## config.mk

```make
export PLATFORM = sky130hd
export DESIGN_NAME = timing_fail_safe_monitor
export DESIGN_NICKNAME = d
export VERILOG_FILES = /design/src/rtl/timing_fail_safe_monitor.sv
export SDC_FILE = /design/constraint.sdc
export NUM_CORES = 1
export LEC_CHECK = 0
export CAP_MARGIN = 20
export CORE_MARGIN = 4
export CORE_UTILIZATION = 58
export DETAILED_ROUTE_END_ITERATION = 10
export GPL_TIMING_DRIVEN = 0
export PLACE_DENSITY = 0.81
export SYNTH_ARGS = -nofsm -noshare
export SYNTH_HDL_FRONTEND = slang
export SYNTH_SLANG_ARGS = --single-unit
```

## constraint.sdc

```tcl
create_clock -name clock -period 3.55 [get_ports clock]
set_input_delay 0.5325 -clock clock [delete_from_list [all_inputs] [get_ports clock]]
set_output_delay 0.5325 -clock clock [all_outputs]
set_load 0.005 [all_outputs]
```

## src/rtl/timing_fail_safe_monitor.sv

```systemverilog
// Purpose : measures active width / line count of each video frame, flags range errors and tracks lock.
// Latency : meas_*, error flags, OK and frame_done update one cycle after the v_sync rising edge.
// Backpr. : none; free-running observer, every input cycle is sampled.
// Ports   : clock, n_reset (async active-low); enable gates the monitor (0 = IDLE, all cleared);
//           v_sync, d_en active-high timing inputs; meas_width/meas_lines = last evaluated frame;
//           width_*/Line_* range flags, no_signal_err, OK (locked), frame_done (1-cycle pulse).
module timing_fail_safe_monitor #(
  parameter int W_BITS      = 12,
  parameter int L_BITS      = 11,
  parameter int EXP_WIDTH   = 1920,
  parameter int EXP_LINES   = 1080,
  parameter int TOL         = 0,
  parameter int LOCK_FRAMES = 3,
  parameter int LOSS_FRAMES = 2,
  parameter int TIMEOUT     = 4000000
) (
  input  logic              clock,
  input  logic              n_reset,
  input  logic              enable,
  input  logic              v_sync,
  input  logic              d_en,
  output logic [W_BITS-1:0] meas_width,
  output logic [L_BITS-1:0] meas_lines,
  output logic              width_High_err,
  output logic              width_Low_err,
  output logic              Line_High_err,
  output logic              Line_Low_err,
  output logic              no_signal_err,
  output logic              OK,
  output logic              frame_done
);

  typedef enum logic [1:0] {IDLE, ACQUIRE, CHECK, LOCKED} state_t;

  localparam int TO_BITS  = 24;
  localparam int CNT_BITS = 8;
  localparam int W_HI     = EXP_WIDTH + TOL;
  localparam int W_LO     = EXP_WIDTH - TOL;
  localparam int L_HI     = EXP_LINES + TOL;
  localparam int L_LO     = EXP_LINES - TOL;

  state_t              state_q, state_d;
  logic                vs_q, vs_d, de_q, de_d;
  logic                in_run_q, in_run_d;
  logic [W_BITS-1:0]   run_q, run_d, min_w_q, min_w_d, max_w_q, max_w_d;
  logic [W_BITS-1:0]   meas_width_q, meas_width_d;
  logic [L_BITS-1:0]   lines_q, lines_d, meas_lines_q, meas_lines_d;
  logic [TO_BITS-1:0]  to_cnt_q, to_cnt_d;
  logic [CNT_BITS-1:0] good_cnt_q, good_cnt_d, bad_cnt_q, bad_cnt_d;
  logic                w_hi_q, w_hi_d, w_lo_q, w_lo_d, l_hi_q, l_hi_d, l_lo_q, l_lo_d;
  logic                no_sig_q, no_sig_d, ok_q, ok_d, frame_done_q, frame_done_d;

  logic vs_rise, de_rise, de_fall, to_hit;
  logic e_w_hi, e_w_lo, e_l_hi, e_l_lo, e_good;

  assign vs_rise = v_sync & ~vs_q;
  assign de_rise = d_en & ~de_q;
  assign de_fall = ~d_en & de_q;

  // An empty frame has no valid minimum, so it is forced to read as too narrow and too short.
  assign e_w_hi = int'(max_w_q) > W_HI;
  assign e_w_lo = (lines_q == '0) || (int'(min_w_q) < W_LO);
  assign e_l_hi = int'(lines_q) > L_HI;
  assign e_l_lo = (lines_q == '0) || (int'(lines_q) < L_LO);
  assign e_good = ~(e_w_hi | e_w_lo | e_l_hi | e_l_lo);

  // A v_sync edge in the same cycle always wins over the timeout.
  assign to_hit = (state_q != IDLE) && !vs_rise && ((int'(to_cnt_q) + 1) >= TIMEOUT);

  always_comb begin
    state_d      = state_q;
    vs_d         = v_sync;
    de_d         = d_en;
    in_run_d     = in_run_q;
    run_d        = run_q;
    min_w_d      = min_w_q;
    max_w_d      = max_w_q;
    lines_d      = lines_q;
    to_cnt_d     = to_cnt_q;
    good_cnt_d   = good_cnt_q;
    bad_cnt_d    = bad_cnt_q;
    meas_width_d = meas_width_q;
    meas_lines_d = meas_lines_q;
    w_hi_d       = w_hi_q;
    w_lo_d       = w_lo_q;
    l_hi_d       = l_hi_q;
    l_lo_d       = l_lo_q;
    no_sig_d     = no_sig_q;
    frame_done_d = 1'b0;

    // A run only counts if its rising edge fell inside the current frame.
    if (de_rise) begin
      in_run_d = 1'b1;
      run_d    = W_BITS'(1);
    end else if (d_en && in_run_q && (run_q != '1)) begin
      run_d = run_q + 1'b1;
    end
    if (de_fall && in_run_q) begin
      in_run_d = 1'b0;
      run_d    = '0;
      if (run_q > max_w_q) max_w_d = run_q;
      if (run_q < min_w_q) min_w_d = run_q;
      if (lines_q != '1) lines_d = lines_q + 1'b1;
    end

    if (vs_rise)               to_cnt_d = '0;
    else if (to_cnt_q != '1)   to_cnt_d = to_cnt_q + 1'b1;

    case (state_q)
      IDLE: state_d = ACQUIRE;
      ACQUIRE: begin
        // Priming edge: starts the first measured frame, nothing is evaluated.
        if (vs_rise) begin
          state_d    = CHECK;
          good_cnt_d = '0;
          bad_cnt_d  = '0;
          no_sig_d   = 1'b0;
        end
      end
      CHECK, LOCKED: begin
        if (vs_rise) begin
          frame_done_d = 1'b1;
          meas_width_d = max_w_q;
          meas_lines_d = lines_q;
          w_hi_d       = e_w_hi;
          w_lo_d       = e_w_lo;
          l_hi_d       = e_l_hi;
          l_lo_d       = e_l_lo;
          no_sig_d     = 1'b0;
          if (state_q == CHECK) begin
            if (!e_good) begin
              good_cnt_d = '0;
            end else if ((int'(good_cnt_q) + 1) >= LOCK_FRAMES) begin
              state_d    = LOCKED;
              good_cnt_d = '0;
              bad_cnt_d  = '0;
            end else begin
              good_cnt_d = good_cnt_q + 1'b1;
            end
          end else begin
            if (e_good) begin
              bad_cnt_d = '0;
            end else if ((int'(bad_cnt_q) + 1) >= LOSS_FRAMES) begin
              state_d    = CHECK;
              good_cnt_d = '0;
              bad_cnt_d  = '0;
            end else begin
              bad_cnt_d = bad_cnt_q + 1'b1;
            end
          end
        end
      end
      default: state_d = IDLE;
    endcase

    // Every v_sync edge opens a fresh frame; a run already in progress is dropped.
    if (vs_rise) begin
      in_run_d = 1'b0;
      run_d    = '0;
      min_w_d  = '1;
      max_w_d  = '0;
      lines_d  = '0;
    end

    if (to_hit) begin
      state_d    = ACQUIRE;
      no_sig_d   = 1'b1;
      w_hi_d     = 1'b0;
      w_lo_d     = 1'b0;
      l_hi_d     = 1'b0;
      l_lo_d     = 1'b0;
      to_cnt_d   = '0;
      good_cnt_d = '0;
      bad_cnt_d  = '0;
    end

    if (!enable) begin
      state_d      = IDLE;
      in_run_d     = 1'b0;
      run_d        = '0;
      min_w_d      = '1;
      max_w_d      = '0;
      lines_d      = '0;
      to_cnt_d     = '0;
      good_cnt_d   = '0;
      bad_cnt_d    = '0;
      meas_width_d = '0;
      meas_lines_d = '0;
      w_hi_d       = 1'b0;
      w_lo_d       = 1'b0;
      l_hi_d       = 1'b0;
      l_lo_d       = 1'b0;
      no_sig_d     = 1'b0;
      frame_done_d = 1'b0;
    end

    ok_d = (state_d == LOCKED);
  end

  always_ff @(posedge clock or negedge n_reset) begin
    if (!n_reset) begin
      state_q      <= IDLE;
      vs_q         <= 1'b0;
      de_q         <= 1'b0;
      in_run_q     <= 1'b0;
      run_q        <= '0;
      min_w_q      <= '1;
      max_w_q      <= '0;
      lines_q      <= '0;
      to_cnt_q     <= '0;
      good_cnt_q   <= '0;
      bad_cnt_q    <= '0;
      meas_width_q <= '0;
      meas_lines_q <= '0;
      w_hi_q       <= 1'b0;
      w_lo_q       <= 1'b0;
      l_hi_q       <= 1'b0;
      l_lo_q       <= 1'b0;
      no_sig_q     <= 1'b0;
      ok_q         <= 1'b0;
      frame_done_q <= 1'b0;
    end else begin
      state_q      <= state_d;
      vs_q         <= vs_d;
      de_q         <= de_d;
      in_run_q     <= in_run_d;
      run_q        <= run_d;
      min_w_q      <= min_w_d;
      max_w_q      <= max_w_d;
      lines_q      <= lines_d;
      to_cnt_q     <= to_cnt_d;
      good_cnt_q   <= good_cnt_d;
      bad_cnt_q    <= bad_cnt_d;
      meas_width_q <= meas_width_d;
      meas_lines_q <= meas_lines_d;
      w_hi_q       <= w_hi_d;
      w_lo_q       <= w_lo_d;
      l_hi_q       <= l_hi_d;
      l_lo_q       <= l_lo_d;
      no_sig_q     <= no_sig_d;
      ok_q         <= ok_d;
      frame_done_q <= frame_done_d;
    end
  end

  assign meas_width     = meas_width_q;
  assign meas_lines     = meas_lines_q;
  assign width_High_err = w_hi_q;
  assign width_Low_err  = w_lo_q;
  assign Line_High_err  = l_hi_q;
  assign Line_Low_err   = l_lo_q;
  assign no_signal_err  = no_sig_q;
  assign OK             = ok_q;
  assign frame_done     = frame_done_q;

endmodule
```

== Word-level counts from Yosys, hierarchy flattened ==
Index checks and enable logic that the tools add are counted.

* $add $sub $neg: 8
* Order comparisons: 9
* Eq/ne operators: 26
* Bitwise operators: 9
* Reduce and logical (&&, ||, !) cells: 21
* Multiplexer cells: 83

{| class="wikitable"
|+ Operators with widths
! kind !! number
|-
| 12-bit two-way mux || 16
|-
| 8-bit two-way mux || 17
|-
| 24-bit two-way mux || 4
|-
| 11-bit two-way mux || 7
|-
| 8-bit one-hot mux with 2 select lines || 2
|-
| 1-bit two-way mux || 27
|-
| 24-bit by 1-bit adder with 25-bit output (second input constant) || 1
|-
| 25-bit by 22-bit greater-or-equal comparator with 1-bit output (second input constant) || 1
|-
| 24-bit by 1-bit adder with 24-bit output (second input constant) || 1
|-
| 24-bit != test (second input constant) || 1
|-
| 5-bit != test (second input constant) || 4
|-
| 8-bit by 1-bit adder with 9-bit output (second input constant) || 2
|-
| 9-bit by 2-bit greater-or-equal comparator with 1-bit output (second input constant) || 2
|-
| 2-bit two-way mux || 9
|-
| 3-bit by 1-bit != test with 1-bit output (second input constant) || 6
|-
| 8-bit by 1-bit adder with 8-bit output (second input constant) || 2
|-
| 12-bit by 1-bit adder with 12-bit output (second input constant) || 1
|-
| 12-bit by 11-bit greater-than comparator with 1-bit output (second input constant) || 1
|-
| 12-bit greater-than comparator || 1
|-
| 12-bit by 11-bit < comparator with 1-bit output (second input constant) || 1
|-
| 12-bit < comparator || 1
|-
| 12-bit != test (second input constant) || 1
|-
| 4-bit by 1-bit != test with 1-bit output (second input constant) || 3
|-
| 2-bit AND reduction || 6
|-
| other kinds (23) || 39
|}

* Register bits after elaboration: 122
* Output and inout port bits: 30

== Logic depth before layout (Yosys ltp) ==
* Depth in word-level cells: 12
* Gate-level depth with buffers: 11
* Depth with buffers taken out: 10

== Least setup slack after synthesis ==
Ideal clock, no wire load.

* Path type: reg2reg
* Start point: reg min_w_q[5]
* End point: reg min_w_q[1]
* Clock period less this slack: 2.580 ns
* Path buffers: 1
* Library setup time: 0.079 ns
* Slack: 0.970 ns
* Arrival time: 2.501 ns
* Stages on the path, launching flop included: 11
* Cell sequence: dfstp_2 > inv_1 > ha_1 > a2111o_1 > a31oi_1 > o21ai_0 > a221o_1 > a31oi_1 > clkbuf_1 > a21oi_1 > o21ai_0

* Longest elaborated chain between the ends: 3

{| class="wikitable"
|+ Ends and longest elaborated chain
! element !! RTL line !! text
|-
| start, declared || 45 || <nowiki>logic [W_BITS-1:0] run_q, run_d, min_w_q, min_w_d, max_w_q, max_w_d;</nowiki>
|-
| start signal, assigned || 228 || <nowiki>min_w_q <= min_w_d;</nowiki>
|-
| 12-bit < comparator || 102 || <nowiki>if (run_q < min_w_q) min_w_d = run_q;</nowiki>
|-
| 3-bit by 1-bit != test with 1-bit output (no line) || n/a ||
|-
| 2-bit AND reduction (no line) || n/a ||
|}

Every way passes these cells.
A chain may end at the register's enable or synchronous reset.

== Final worst setup path ==
Ends and elaborated chain as after synthesis.

==> results.py <==
metrics = {
    "status": {
        "status": "completed",
    },
    "synthesis": {
        "synthDistinctLibCells": 66,
        "syn_avg_cell_area_um2": 9.32,
        "synth_cells": 696,
        "seq_area_frac_synth_pct": 47.3,
        "synth-edff-count": 0,
        "ys_ff_latch": 122,
        "synthArstFlopShare_pct": 100,
        "netlist_area_um2": 6490,
        "ys.flop_type": "dfrtp_1",
        "yosysWarningCount": 0,
        "synth_nets": 733,
    },
    "cts": {
        "insertion_delay_ps": 530,
        "numCtsBuffers": 17,
        "clkTransAtPathRegs_ps": 50,
        "clock_sinks": 122,
        "cts.path.max_buffers": 2,
        "cts_tree": "yes",
        "clockRootBuffer": "clkbuf_8",
        "ctsResizeCount": 0,
        "htreeDepth": 4,
    },
    "global_route": {
        "grt_max_degree": 76,
        "grt.total_usage_pct": 25.5,
        "gr-total-overflow": 0,
        "grt_pass1_vias": 5428,
        "grt_pass1_wl_mm": 26.5,
        "antenna_found_initial": 0,
    },
    "sta": {
        "fmax_mhz": 331,
        "tightestPinTransition_ps": 845,
        "finClkSkew_ps": 8.36,
        "setup_viol": 0,
        "min_period_over_period_pct": 85.2,
        "hold_viol": 0,
        "maxSlewViolCount": 0,
        "relSlewSlack_pct": 42.9,
        "rsz0062_at_grt": "no",
        "min_period_ps": 3030,
    },
    "floorplan": {
        "start_util_pct": 59.6,
        "fp.coreArea_um2": 10900,
        "rows": 38,
        "die_width_um": 114,
        "pin_count": 35,
        "dieHeight_um": 114,
        "die-area_um2": 12900,
    },
    "routing": {
        "avgViaCountPerCell": 5.99,
        "wl_met3_um": 724,
        "routedWlPerCell_um": 16.9,
        "drt-initial-drc-count": 534,
        "drc": 0,
        "met2WireLength_mm": 7.33,
        "wirelength_mm": 15.2,
        "vias": 5414,
        "drt-pass1-iter-count": 5,
        "top_layer": "met4",
        "ant_nets": 0,
        "wl_met1_mm": 6.77,
    },
    "setup_path": {
        "required_ps": 3980,
        "arrival_ps": 3460,
        "cp-end-kind": "flop",
        "path_max_fanout": 10,
        "crit_type": "flop to flop",
        "start_kind": "flop",
    },
    "placed_design": {
        "postPlaceCellArea_um2": 7030,
        "portBuffers": 34,
        "place_inst": 871,
        "place.gp.congestion": 0.916,
        "place_hpwl_mm": 10.6,
    },
    "finish": {
        "fin_nets": 788,
        "final_common_cell": "dfrtp_1",
        "diodes": 0,
        "finalNonFillerCells": 904,
        "fill_cells": 775,
        "layout_common_cells": "dfrtp_1 (110), nand2_1 (94), a21oi_1 (69)",
        "drive_above_1_share_pct": 9.03,
        "syn_to_final_growth_pct": 17.5,
        "design_area_um2": 7620,
    },
    "power_and_ir_drop": {
        "ir_worst_vdd_v": 0.000388,
        "p_per_area_nw_per_um2": 423,
        "p_leak_nw": 3.43,
    },
    "job": {
        "drv_cap": 0,
    },
    "min_path": {
        "hp-class": "input port to asynchronous set/reset pin",
    },
}
[cells in the mapped netlist (all sizes together), types with 8 or more instances]
cell type,count,share of area [%]
nand3,27,2.2
inv,34,2.0
nor3,21,1.9
nor2,58,3.4
clkbuf,25,1.5
a31oi,8,0.87
a21oi,69,5.3
nand2,95,5.6
dfstp,12,4.9
xnor2,18,2.4
o21ai,36,3.0
nor4,9,1.2
and3,14,1.4
ha,32,6.2
xor2,19,2.6
and2,14,1.3
dfrtp,110,42
nand4,20,2.4
[per-layer routing]
layer | up-vias | global-route usage, %
met4 | 0 | 12.2
li1 | 2557 | -
met2 | 172 | 39.3
met5 | - | 0
met1 | 2648 | 34.5
met3 | 37 | 5.78
[where the power goes]
part | total (W) | switching (W) | internal, W | leakage [nW]
Sequential | 0.00141 | 0.00000868 | 0.00140 | 1.65
Clock | 0.00167 | 0.000587 | 0.00109 | 0.288
Combinational | 0.000137 | 0.0000984 | 0.0000389 | 1.49
[worst paths after layout]
check / endpoint / slack, ps / from / cells past startpoint
hold reg to reg: good_cnt_q[7] / 500 / good_cnt_q[7] / 1
setup / recovery: min_w_q[1] / 520 / min_w_q[5] / 10
setup reg to reg: min_w_q[1] / 520 / min_w_q[5] / 10
hold / removal: to_cnt_q[11] / 500 / n_reset / 2
max in group asynchronous: meas_lines[8] / 2360 / n_reset / 3
min in group clock: good_cnt_q[7] / 500 / good_cnt_q[7] / 1
[flip-flops by register name (all words and copies together) (netlist names)]
register / count
Line_High_err: 1
Line_Low_err: 1
OK: 1
bad_cnt_q: 8
de_q: 1
frame_done: 1
good_cnt_q: 8
in_run_q: 1
lines_q: 11
max_w_q: 12
meas_lines: 11
meas_width: 12
min_w_q: 12
no_signal_err: 1
run_q: 12
state_q: 2
to_cnt_q: 24
vs_q: 1
width_High_err: 1
width_Low_err: 1
[timing repair]
action	4_1_cts	5_1_grt
endpoints found under the hold margin	35	0
setup buffers	0	0
hold buffers	1	0
[critical path, stage by stage, from the launching register on]
cell      delay (ps)
dfstp_2          510
inv_1             40
ha_1             300
a2111o_1         420
a31oi_1          160
o21ai_0          110
a221o_1          300
a31oi_1          420
clkbuf_1         410
a21oi_1          120
o21ai_0          130
[through the flow]
stage          util (%)  worst slack, ps  TNS (ps)  hold WS [ps]  total power, W
4_1_cts            70.0              531         0           496         0.00324
2_1_floorplan         -              970         0           237         0.00151
3_5_place_dp       64.6              554         0           469         0.00157
6_report           70.0              525         0           496         0.00322
5_1_grt            70.0              242         0           507         0.00332
3_3_place_gp       64.3            -2530   -290300           464         0.00156
[kinds of logic after synthesis]
kind of cell | Yosys count | share of synthesized area [%]
compound gates | 148 | 13.8
xor+xnor | 37 | 4.99
fa+ha+maj | 32 | 6.17
buf+inv | 66 | 4.26
flops | 122 | 47.3
mux | 4 | 0.617
simple gates | 287 | 22.9
[final cells by class]
| cell class | count | area, µm² | area share, % |
|---|---|---|---|
| Timing Repair Buffer | 36 | 379 | 4.97 |
| Multi-Input combinational cell | 508 | 3140 | 41.2 |
| Clock buffer | 25 | 494 | 6.48 |
| Buffer | 32 | 149 | 1.95 |
| Clock inverter | 7 | 87.6 | 1.15 |
| Inverter | 34 | 128 | 1.67 |
| Tap cell | 140 | 175 | 2.30 |
| Sequential cell | 122 | 3070 | 40.2 |
(Power assumes the default switching activity.)
